===== config.mk =====
export PLATFORM = sky130hd
export DESIGN_NAME = axi_lite_wr_router_flat
export DESIGN_NICKNAME = d
export VERILOG_FILES = /design/src/rtl/axi_wr_pkg.sv /design/src/rtl/axi_lite_wr_router_if.sv /design/src/rtl/axi_wr_decode.sv /design/src/rtl/axi_lite_wr_router.sv /design/src/flat_wrapper.sv
export SDC_FILE = /design/constraint.sdc
export NUM_CORES = 1
export LEC_CHECK = 0
export BUFFER_PORTS_ARGS = -buffer_cell sky130_fd_sc_hd__buf_2
export CAP_MARGIN = 20
export CORE_ASPECT_RATIO = 1.75
export CORE_MARGIN = 4
export CORE_UTILIZATION = 54
export CTS_CLUSTER_DIAMETER = 30
export DETAILED_ROUTE_END_ITERATION = 6
export GPL_ROUTABILITY_DRIVEN = 0
export PLACE_DENSITY_LB_ADDON = 0.05
export SLEW_MARGIN = 20
export SYNTH_ARGS = -nofsm -noshare
export SYNTH_HDL_FRONTEND = slang
export SYNTH_SLANG_ARGS = --single-unit

===== constraint.sdc =====
create_clock -name ACLK -period 4.4 [get_ports ACLK]
set_input_delay 0.66 -clock ACLK [delete_from_list [all_inputs] [get_ports ACLK]]
set_output_delay 0.66 -clock ACLK [all_outputs]
set_load 0.05 [all_outputs]

===== src/rtl/axi_wr_pkg.sv =====
// -----------------------------------------------------------------------------
// axi_wr_pkg
// Shared types and helpers for the AXI4-Lite write router and its decoder.
//   resp_t      : AXI write response codes (OKAY / SLVERR / DECERR)
//   wr_state_t  : write-path FSM states
//   STRB_W      : strobe width for the default 32-bit data bus
//   idx_width() : width of a channel index for a given channel count
//   sat_inc16() : saturating 16-bit increment
// -----------------------------------------------------------------------------
package axi_wr_pkg;

   localparam int unsigned DEF_ADDR_W = 32;
   localparam int unsigned DEF_DATA_W = 32;
   localparam int unsigned STRB_W     = DEF_DATA_W / 8;

   typedef enum logic [1:0] {
      OKAY   = 2'b00,
      SLVERR = 2'b10,
      DECERR = 2'b11
   } resp_t;

   typedef enum logic [1:0] {
      IDLE,
      DECODE,
      PUSH,
      RESP
   } wr_state_t;

   // A single channel still needs a 1-bit index signal.
   function automatic int unsigned idx_width(input int unsigned n);
      return (n > 1) ? $clog2(n) : 1;
   endfunction

   function automatic logic [15:0] sat_inc16(input logic [15:0] v);
      return (&v) ? v : v + 16'd1;
   endfunction

endpackage


===== src/rtl/axi_lite_wr_router_if.sv =====
// -----------------------------------------------------------------------------
// axi_lite_wr_router_if
// AXI4-Lite write-channel bundle (AW, W, B). No read channels.
//   AWADDR/AWVALID/AWREADY : write address channel
//   WDATA/WSTRB/WVALID/WREADY : write data channel
//   BRESP/BVALID/BREADY    : write response channel
// Modports: master (interconnect side), slave (router side).
// -----------------------------------------------------------------------------
interface axi_lite_wr_router_if #(
   parameter int unsigned ADDR_W = axi_wr_pkg::DEF_ADDR_W,
   parameter int unsigned DATA_W = axi_wr_pkg::DEF_DATA_W
);

   logic [ADDR_W-1:0]   AWADDR;
   logic                AWVALID;
   logic                AWREADY;
   logic [DATA_W-1:0]   WDATA;
   logic [DATA_W/8-1:0] WSTRB;
   logic                WVALID;
   logic                WREADY;
   logic [1:0]          BRESP;
   logic                BVALID;
   logic                BREADY;

   modport master (
      output AWADDR, AWVALID, WDATA, WSTRB, WVALID, BREADY,
      input  AWREADY, WREADY, BRESP, BVALID
   );

   modport slave (
      input  AWADDR, AWVALID, WDATA, WSTRB, WVALID, BREADY,
      output AWREADY, WREADY, BRESP, BVALID
   );

endinterface


===== src/rtl/axi_wr_decode.sv =====
// -----------------------------------------------------------------------------
// axi_wr_decode
// Purely combinational address/strobe decoder shared by the write router and
// the planned read-side router.
//   addr_i    in  ADDR_W    byte address
//   strb_i    in  DATA_W/8  byte strobes
//   idx_o     out IDX_W     channel index (valid only when hit_o)
//   hit_o     out 1         address is at/above BASE_ADDR, stride-aligned and
//                           selects an existing channel
//   strb_ok_o out 1         all strobe bits set (full-word write)
// -----------------------------------------------------------------------------
module axi_wr_decode
   import axi_wr_pkg::*;
#(
   parameter int unsigned       ADDR_W    = 32,
   parameter int unsigned       DATA_W    = 32,
   parameter int unsigned       NUM_CH    = 4,
   parameter logic [ADDR_W-1:0] BASE_ADDR = '0,
   parameter int unsigned       CH_STRIDE = 4,
   localparam int unsigned      IDX_W     = idx_width(NUM_CH)
) (
   input  logic [ADDR_W-1:0]   addr_i,
   input  logic [DATA_W/8-1:0] strb_i,
   output logic [IDX_W-1:0]    idx_o,
   output logic                hit_o,
   output logic                strb_ok_o
);

   localparam int unsigned       STRIDE_SH   = $clog2(CH_STRIDE);
   localparam logic [ADDR_W-1:0] STRIDE_MASK = ADDR_W'(CH_STRIDE - 1);
   localparam logic [ADDR_W-1:0] NUM_CH_A    = ADDR_W'(NUM_CH);

   logic [ADDR_W-1:0] offset;
   logic [ADDR_W-1:0] slot;

   // Below-base addresses wrap to huge offsets; they are rejected explicitly
   // so the decision never depends on that wrap.
   assign offset    = addr_i - BASE_ADDR;
   assign slot      = offset >> STRIDE_SH;
   assign hit_o     = (addr_i >= BASE_ADDR) &&
                      ((offset & STRIDE_MASK) == '0) &&
                      (slot < NUM_CH_A);
   assign idx_o     = slot[IDX_W-1:0];
   assign strb_ok_o = &strb_i;

endmodule


===== src/rtl/axi_lite_wr_router.sv =====
// -----------------------------------------------------------------------------
// axi_lite_wr_router
// AXI4-Lite write-only slave that pushes each accepted full-word write into one
// of NUM_CH downstream FIFOs selected by address, then answers on B.
//   ACLK      in  1        clock, rising edge
//   ARESET    in  1        synchronous reset, active-high
//   s_axi     slave        AW / W / B channels
//   ch_full   in  NUM_CH   per-channel FIFO full
//   ch_wr_en  out NUM_CH   push strobe, one-hot or zero
//   ch_wdata  out DATA_W   push data, shared by all channels
//   err_count out 16       saturating count of non-OKAY responses
// AW and W are captured independently; once both are held the FSM walks
// IDLE -> DECODE -> PUSH -> RESP (errors skip PUSH). A full FIFO stalls PUSH
// for at most TIMEOUT cycles (0 = forever) before answering SLVERR.
// -----------------------------------------------------------------------------
module axi_lite_wr_router
   import axi_wr_pkg::*;
#(
   parameter int unsigned       ADDR_W    = 32,
   parameter int unsigned       DATA_W    = 32,
   parameter int unsigned       NUM_CH    = 4,
   parameter logic [ADDR_W-1:0] BASE_ADDR = '0,
   parameter int unsigned       CH_STRIDE = 4,
   parameter int unsigned       TIMEOUT   = 256
) (
   input  logic                ACLK,
   input  logic                ARESET,
   axi_lite_wr_router_if.slave s_axi,
   input  logic [NUM_CH-1:0]   ch_full,
   output logic [NUM_CH-1:0]   ch_wr_en,
   output logic [DATA_W-1:0]   ch_wdata,
   output logic [15:0]         err_count
);

   localparam int unsigned NBYTES = DATA_W / 8;
   localparam int unsigned IDX_W  = idx_width(NUM_CH);
   localparam int unsigned CNT_W  = (TIMEOUT > 1) ? $clog2(TIMEOUT + 1) : 1;

   wr_state_t         state_q,     state_d;
   logic              aw_held_q,   aw_held_d;
   logic              w_held_q,    w_held_d;
   logic [ADDR_W-1:0] addr_q,      addr_d;
   logic [DATA_W-1:0] data_q,      data_d;
   logic [NBYTES-1:0] strb_q,      strb_d;
   logic [IDX_W-1:0]  idx_q,       idx_d;
   resp_t             resp_q,      resp_d;
   logic [CNT_W-1:0]  stall_cnt_q, stall_cnt_d;
   logic [15:0]       err_cnt_q,   err_cnt_d;

   logic              aw_hs, w_hs, b_hs;
   logic [IDX_W-1:0]  dec_idx;
   logic              dec_hit, dec_strb_ok;
   logic [NUM_CH-1:0] sel_oh;
   logic              full_sel;
   logic              push;

   axi_wr_decode #(
      .ADDR_W    (ADDR_W),
      .DATA_W    (DATA_W),
      .NUM_CH    (NUM_CH),
      .BASE_ADDR (BASE_ADDR),
      .CH_STRIDE (CH_STRIDE)
   ) u_decode (
      .addr_i    (addr_q),
      .strb_i    (strb_q),
      .idx_o     (dec_idx),
      .hit_o     (dec_hit),
      .strb_ok_o (dec_strb_ok)
   );

   // Ready depends on registers only, so no VALID->READY combinational path.
   assign s_axi.AWREADY = (state_q == IDLE) && !aw_held_q;
   assign s_axi.WREADY  = (state_q == IDLE) && !w_held_q;
   assign s_axi.BVALID  = (state_q == RESP);
   assign s_axi.BRESP   = resp_q;

   assign aw_hs = s_axi.AWVALID && s_axi.AWREADY;
   assign w_hs  = s_axi.WVALID  && s_axi.WREADY;
   assign b_hs  = s_axi.BVALID  && s_axi.BREADY;

   always_comb begin
      sel_oh = '0;
      for (int i = 0; i < NUM_CH; i++) begin
         if (idx_q == IDX_W'(i)) sel_oh[i] = 1'b1;
      end
   end

   // Full gating is same-cycle: the push fires in the very cycle full drops.
   assign full_sel  = |(ch_full & sel_oh);
   assign push      = (state_q == PUSH) && !full_sel;
   assign ch_wr_en  = push ? sel_oh : '0;
   assign ch_wdata  = data_q;
   assign err_count = err_cnt_q;

   always_comb begin
      // NOTE: every _d starts as its _q so each path assigns it; no latches.
      state_d     = state_q;
      aw_held_d   = aw_held_q;
      w_held_d    = w_held_q;
      addr_d      = addr_q;
      data_d      = data_q;
      strb_d      = strb_q;
      idx_d       = idx_q;
      resp_d      = resp_q;
      stall_cnt_d = stall_cnt_q;
      err_cnt_d   = err_cnt_q;

      if (aw_hs) begin
         addr_d    = s_axi.AWADDR;
         aw_held_d = 1'b1;
      end
      if (w_hs) begin
         data_d   = s_axi.WDATA;
         strb_d   = s_axi.WSTRB;
         w_held_d = 1'b1;
      end

      unique case (state_q)
         IDLE: begin
            if (aw_held_q && w_held_q) state_d = DECODE;
         end
         DECODE: begin
            // Address errors take priority over strobe errors.
            if (!dec_hit) begin
               resp_d  = DECERR;
               state_d = RESP;
            end else if (!dec_strb_ok) begin
               resp_d  = SLVERR;
               state_d = RESP;
            end else begin
               idx_d   = dec_idx;
               state_d = PUSH;
            end
         end
         PUSH: begin
            if (!full_sel) begin
               resp_d  = OKAY;
               state_d = RESP;
            end else begin
               stall_cnt_d = stall_cnt_q + CNT_W'(1);
               if ((TIMEOUT != 0) && (stall_cnt_d == CNT_W'(TIMEOUT))) begin
                  resp_d  = SLVERR;
                  state_d = RESP;
               end
            end
         end
         RESP: begin
            if (b_hs) begin
               aw_held_d   = 1'b0;
               w_held_d    = 1'b0;
               stall_cnt_d = '0;
               state_d     = IDLE;
               if (resp_q != OKAY) err_cnt_d = sat_inc16(err_cnt_q);
            end
         end
         default: state_d = IDLE;
      endcase
   end

   always_ff @(posedge ACLK) begin
      if (ARESET) begin
         state_q     <= IDLE;
         aw_held_q   <= 1'b0;
         w_held_q    <= 1'b0;
         // NOTE: datapath registers are reset as well; ch_wdata reads 0 out of reset.
         addr_q      <= '0;
         data_q      <= '0;
         strb_q      <= '0;
         idx_q       <= '0;
         resp_q      <= OKAY;
         stall_cnt_q <= '0;
         err_cnt_q   <= '0;
      end else begin
         // NOTE: non-blocking so every flop samples the pre-edge value of the others.
         state_q     <= state_d;
         aw_held_q   <= aw_held_d;
         w_held_q    <= w_held_d;
         addr_q      <= addr_d;
         data_q      <= data_d;
         strb_q      <= strb_d;
         idx_q       <= idx_d;
         resp_q      <= resp_d;
         stall_cnt_q <= stall_cnt_d;
         err_cnt_q   <= err_cnt_d;
      end
   end

endmodule


===== src/flat_wrapper.sv =====
// flat-port wrapper written by rule: the top's interface ports become plain ports
module axi_lite_wr_router_flat import axi_wr_pkg::*;
#(
   parameter int unsigned       ADDR_W    = 32,
   parameter int unsigned       DATA_W    = 32,
   parameter int unsigned       NUM_CH    = 4,
   parameter logic [ADDR_W-1:0] BASE_ADDR = '0,
   parameter int unsigned       CH_STRIDE = 4,
   parameter int unsigned       TIMEOUT   = 256
)
  (ACLK, ARESET, ch_full, ch_wr_en, ch_wdata, err_count, s_axi_AWADDR, s_axi_AWVALID, s_axi_WDATA, s_axi_WSTRB, s_axi_WVALID, s_axi_BREADY, s_axi_AWREADY, s_axi_WREADY, s_axi_BRESP, s_axi_BVALID);
  axi_lite_wr_router_if #(.ADDR_W(ADDR_W), .DATA_W(DATA_W)) s_axi_i ();
  input  logic ACLK;
  input  logic ARESET;
  input  logic [NUM_CH-1:0] ch_full;
  output logic [NUM_CH-1:0] ch_wr_en;
  output logic [DATA_W-1:0] ch_wdata;
  output logic [15:0] err_count;
  input wire logic [$bits(s_axi_i.AWADDR)-1:0] s_axi_AWADDR;
  input wire logic [$bits(s_axi_i.AWVALID)-1:0] s_axi_AWVALID;
  input wire logic [$bits(s_axi_i.WDATA)-1:0] s_axi_WDATA;
  input wire logic [$bits(s_axi_i.WSTRB)-1:0] s_axi_WSTRB;
  input wire logic [$bits(s_axi_i.WVALID)-1:0] s_axi_WVALID;
  input wire logic [$bits(s_axi_i.BREADY)-1:0] s_axi_BREADY;
  output wire logic [$bits(s_axi_i.AWREADY)-1:0] s_axi_AWREADY;
  output wire logic [$bits(s_axi_i.WREADY)-1:0] s_axi_WREADY;
  output wire logic [$bits(s_axi_i.BRESP)-1:0] s_axi_BRESP;
  output wire logic [$bits(s_axi_i.BVALID)-1:0] s_axi_BVALID;
  assign s_axi_i.AWADDR = s_axi_AWADDR;
  assign s_axi_i.AWVALID = s_axi_AWVALID;
  assign s_axi_i.WDATA = s_axi_WDATA;
  assign s_axi_i.WSTRB = s_axi_WSTRB;
  assign s_axi_i.WVALID = s_axi_WVALID;
  assign s_axi_i.BREADY = s_axi_BREADY;
  assign s_axi_AWREADY = s_axi_i.AWREADY;
  assign s_axi_WREADY = s_axi_i.WREADY;
  assign s_axi_BRESP = s_axi_i.BRESP;
  assign s_axi_BVALID = s_axi_i.BVALID;
  axi_lite_wr_router #(.ADDR_W(ADDR_W), .DATA_W(DATA_W), .NUM_CH(NUM_CH), .BASE_ADDR(BASE_ADDR), .CH_STRIDE(CH_STRIDE), .TIMEOUT(TIMEOUT)) u_core (.ACLK(ACLK), .ARESET(ARESET), .s_axi(s_axi_i), .ch_full(ch_full), .ch_wr_en(ch_wr_en), .ch_wdata(ch_wdata), .err_count(err_count));
endmodule

Yosys cells after proc, flatten, opt, wreduce, memory -nomap -nowiden
Cells that the tools add are included.
- register bits after elaboration: 101
- input bits: 77
- output and inout bits: 57
- word-level logic and storage cells: 80
- add/sub/neg operators: 2
- magnitude comparators: 2
- eq/ne operators: 12
- mux-type cells: 26
- bitwise gates (word level): 2
- reduce and logical (&&, ||, !) cells: 26
- operators by type and width (operator ; count):
    $ge 32x1->1 const B ; 1
    $logic_not 32->1 ; 1
    $lt 30x3->1 const B ; 1
    $mux 2 ; 9
    $mux 9 ; 2
    $pmux 9 s2 ; 1
    $add 16x1->16 const B ; 1
    $reduce_and 16->1 ; 1
    $mux 1 ; 11
    $add 9x1->9 const B ; 1
    $eq 9x9->1 const B ; 1
    $logic_and 1x1->1 ; 9
    $reduce_and 3->1 ; 3
    $eq 2x2->1 const B ; 4
    $pmux 2 s4 ; 1
    $reduce_and 4->1 ; 2
    $ne 3x3->1 const B ; 2
    $reduce_and 6->1 ; 1
    $reduce_bool 2->1 ; 3
    $and 4x4->4 ; 1
    $eq 2x1->1 const B ; 2
    $logic_not 2->1 ; 2
    $mux 4 ; 1
    $ne 2x2->1 const B ; 2
    5 further kinds ; 7

Logic depth before layout (Yosys ltp)
- depth in word-level cells: 7
- mapped depth: 8
- depth with buffers taken out: 7

By module
Synthesis repeated with hierarchy kept, for this count alone.
- cells, all modules: 517
- area total of the unflattened synthesis: 4217.8 um^2
- modules (own cells, without submodules) (module ; times used ; cells an instance ; area each (um^2) ; sequential area each (um^2)):
    axi_lite_wr_router ; 1 ; 503 ; 4124.0 ; 2021.9
    axi_wr_decode ; 1 ; 14 ; 93.8 ; 0.0

Worst setup path after synthesis
Ideal clock, no wire load.
- kind: register to output
- from: register u_core.state_q[0]
- to: output ch_wr_en[2]
- arrival time: 2.499 ns
- required time: 3.740 ns
- slack: 1.241 ns
- stages on the path, launching flop included: 5
- buffers on the path: 0
- cell sequence: dfxtp_1 > inv_1 > ha_1 > inv_1 > nor4b_1
- cells in the longest elaborated chain, start to end: 3
- RTL lines (element ; RTL line ; RTL):
    from (decl) ; axi_lite_wr_router.sv:39 ; wr_state_t state_q, state_d;
    from (signal assigned) ; axi_lite_wr_router.sv:175 ; state_q <= state_d;
    $eq 2x2->1 ; axi_lite_wr_router.sv:90 ; assign push = (state_q == PUSH) && !full_sel;
    $logic_and 1x1->1 ; axi_lite_wr_router.sv:90 ;
    $mux 4 ; axi_lite_wr_router.sv:91 ; assign ch_wr_en = push ? sel_oh : '0;
    to (decl) ; flat_wrapper.sv:16 ; output logic [NUM_CH-1:0] ch_wr_en;
Every way passes these cells.

Worst setup path after layout
- from: register u_core.idx_q[0]
- to: output ch_wr_en[3]
- cells in the longest elaborated chain, start to end: 7
- elaborated cells on any way between the ends: 13
- classes of those cells: eq/ne: 3; mux: 5; bitwise: 1; reduce/logical: 4
- RTL lines (element ; RTL line ; RTL):
    from (decl) ; axi_lite_wr_router.sv:45 ; logic [IDX_W-1:0] idx_q, idx_d;
    from (signal assigned) ; axi_lite_wr_router.sv:181 ; idx_q <= idx_d;
    $eq 2x1->1 (tied with other cells) ; axi_lite_wr_router.sv:84 ; if (idx_q == IDX_W'(i)) sel_oh[i] = 1'b1;
    $mux 1 ; axi_lite_wr_router.sv:84 ;
    $and 4x4->4 ; axi_lite_wr_router.sv:89 ; assign full_sel = |(ch_full & sel_oh);
    $reduce_or 4->1 ; axi_lite_wr_router.sv:89 ;
    $logic_not 1->1 ; axi_lite_wr_router.sv:90 ;
    $logic_and 1x1->1 ; axi_lite_wr_router.sv:90 ;
    $mux 4 * ; axi_lite_wr_router.sv:91 ;
Mark *: on every way between the ends. The rest lies on a longest branch, timed or not.

==> qor.txt <==
CP Data Required Time: 3.74 ns
Ports: 134
top cell type's share of synthesized area: 0.485
Post-synth top flop: dfxtp_1
first-pass GRT wire length: 15.9 mm
Seq cells post-synth: 101
Post-Syn Nets: 601
nets@finish: 721
Iter 0 DRT Violations: 190
pwr/cell area: 410 nW/µm²
DR vias: 3856
H-tree Lvls: 3
min-delay src: u_core.ch_wdata[22]
Area growth syn-to-layout: 23.2%
fin crit share: 0.604
switching power: 0.000625 W
Avg Cell Area, Syn: 8.07 µm²
Clk pin slew, worst setup/hold paths: 0.06 ns
worst path arrival time: 2.00 ns
top cells by area, synth: dfxtp_1 48%, nand2_1 13%, a21oi_1 9.6%
initial antenna violation count: 0
Final setup violation count: 0
CP Capture Type: primary output
R2R depth: 7
Post-synth EDFFs: 0
Setup crit start kind: flop
Die Y: 124 µm
clock power share: 0.327
Mapped Area: 4170 µm²
Num CTS Buffers: 9
GRT Util Overall: 0.215
reg2reg setup slack: 1.97 ns
Worst Max-Slew Pin Slew: 1.00 ns
Sum Neg Setup Slack: 0 ns
Remaining DRCs: 0
sequential power share: 0.481
clk_lat worst skew: 0.33 ns
Root Buffer: clkbuf_16
sequential area share after synthesis: 0.485
Hold Path Class: reg2reg
Rel. slew slack: 0.330
Util after Layout: 0.680
status: finished, final reports clean
Worst Setup SP: u_core.idx_q[0]
Crit Path Category: reg2out
setup bufs post-CTS: 0
Critical Path End: ch_wr_en[3]
site row count: 42
final hold viol count: 0
clock sinks: 101
Initial Util: 0.551
Syn Inst Count: 517
Final min period: 2.66 ns
area of the die: 9250 µm²
r2r startpoint: u_core.state_q[1]
top-count cell post-synth: nand2_1
RR Endpoint: u_core.err_count[15]
layout cells sized above 1: 0.255
VDD IR max: 0.243 mV
final WL: 9.78 mm
pin count of the biggest net entering global routing: 61
Max-Cap Viols: 0
ant diodes: 0
Sw Ratio: 0.296
drt wl/cell: 13.5 µm
I/O Buffers: 133
asr flop ratio synth: 0
gr ovfl total: 0
CP Max Fanout: 6
fmax: 0.376 GHz
unrepaired setup endpoints after global routing: false
overall die width: 74.5 µm
Hold Buf Count CTS: 0
Post-DP HPWL: 7.21 mm
Filler Cells Inserted: 655
yosys warns: 0
Commonest cells post-synth: 146 x nand2_1, 101 x dfxtp_1, 80 x a21oi_1
Leakage: 2.16 nW
CTS tree: yes
maximum clock path buffer count: 2
Pre-antenna DRT Iters: 4
Core ar.: 7570 µm²
Synth cell types: 44
vias in the first global route: 3541
Yosys top cell by area: dfxtp_1
final slew viol count: 0
Gate power share: 0.193
cells resized by post-CTS repair: 0
Final Skew: 0.00546 ns
drt via density: 5.30
antenna viol nets, final: 0
internal power: 0.00148 W
==> per-layer routing <==
layer  vias up  GRT usage  wire length (µm)
met5         -          0                 0
met4         0     0.0828               166
met3        14     0.0420               633
met2       125      0.362              4990
met1      1720      0.261              3990
li1       1997          -                 -
==> through the flow <==
stage                     hold slack [ns]  std cells  worst slack, ns  power, W  area, µm²
after floorplan                     0.436        517             1.24   0.00133       4170
after global placement              0.439        713             1.83   0.00143       4860
after detailed placement            0.444        713             1.80   0.00144       4860
after CTS                           0.453        726             1.71   0.00213       5120
after global routing                0.472        727             1.62   0.00221       5140
final                               0.453        727             1.74   0.00211       5140
==> layout make-up <==
class / count / area (µm²) / share of cell area
Multi-Input combinational cell: 379 / 2010 / 0.392
Clock buffer: 10 / 239 / 0.0465
Sequential cell: 101 / 2020 / 0.393
Inverter: 9 / 33.8 / 0.00657
Clock inverter: 3 / 15.0 / 0.00292
Tap cell: 88 / 110 / 0.0214
Timing Repair Buffer: 137 / 708 / 0.138
==> registers in the layout, summed over array words and instances (netlist names) <==
register / cells
u_core.addr_q: 32
u_core.ch_wdata: 32
u_core.err_count: 16
u_core.stall_cnt_q: 9
u_core.strb_q: 4
u_core.idx_q: 2
u_core.s_axi.BRESP: 2
u_core.state_q: 2
u_core.aw_held_q: 1
u_core.w_held_q: 1
==> worst min path at each step <==
| stage | depth (start not counted) | slack [ns] | end |
|---|---|---|---|
| 6_report | 2 | 0.45 | u_core.ch_wdata[22] |
| 5_1_grt | 2 | 0.47 | u_core.ch_wdata[10] |
| 3_5_place_dp | 2 | 0.44 | u_core.ch_wdata[22] |
| 3_3_place_gp | 2 | 0.44 | u_core.ch_wdata[5] |
| 2_1_floorplan | 2 | 0.44 | u_core.addr_q[2] |
| 4_1_cts | 2 | 0.45 | u_core.ch_wdata[22] |
==> power groups by stage <==
stage	logic [W]	registers (W)	clock network, W
floorplan	0.000199	0.00113	0
global placement	0.000402	0.00103	0
detailed placement	0.000408	0.00103	0
CTS	0.000409	0.00101	0.000706
global route	0.000448	0.00102	0.000745
finish	0.000406	0.00101	0.000689
==> critical path, stage by stage, from the launching register on <==
cell,delay [ns]
dfxtp_1,0.43
mux4_2,0.60
nor2_1,0.20
and3_1,0.18
buf_2,0.25
==> cells in the final DEF (no fill, tap or decap), types with 2 or more instances in the layout <==
| cell type | instances |
|---|---|
| a21oi_1 | 80 |
| and2_2 | 2 |
| and3_1 | 5 |
| buf_2 | 133 |
| buf_4 | 3 |
| clkbuf_16 | 9 |
| clkinv_2 | 3 |
| dfxtp_1 | 101 |
| ha_1 | 7 |
| inv_1 | 9 |
| mux2i_1 | 3 |
| nand2_1 | 145 |
| nand3_1 | 12 |
| nand4_1 | 8 |
| nor2_1 | 31 |
| nor2b_1 | 5 |
| nor3_1 | 8 |
| nor4_1 | 16 |
| nor4_2 | 2 |
| o211ai_1 | 2 |
| o21a_1 | 2 |
| o21ai_0 | 7 |
| o31a_1 | 2 |
| or3_1 | 4 |
| or3b_1 | 3 |
| xnor2_1 | 14 |
==> kinds of logic (layout without fill, tap and decap cells) <==
family,Yosys count,in the layout,share of synthesized area
and+or+nand+nor,251,251,0.276
buffers and inverters,37,159,0.0339
muxes,6,6,0.0180
adders and majority gates,7,7,0.0210
xor gates and xnor gates,14,14,0.0294
AOI/OAI and AO/OA,101,101,0.137
DFF,101,101,0.485
No activity file was read; power rests on OpenSTA's default activity.
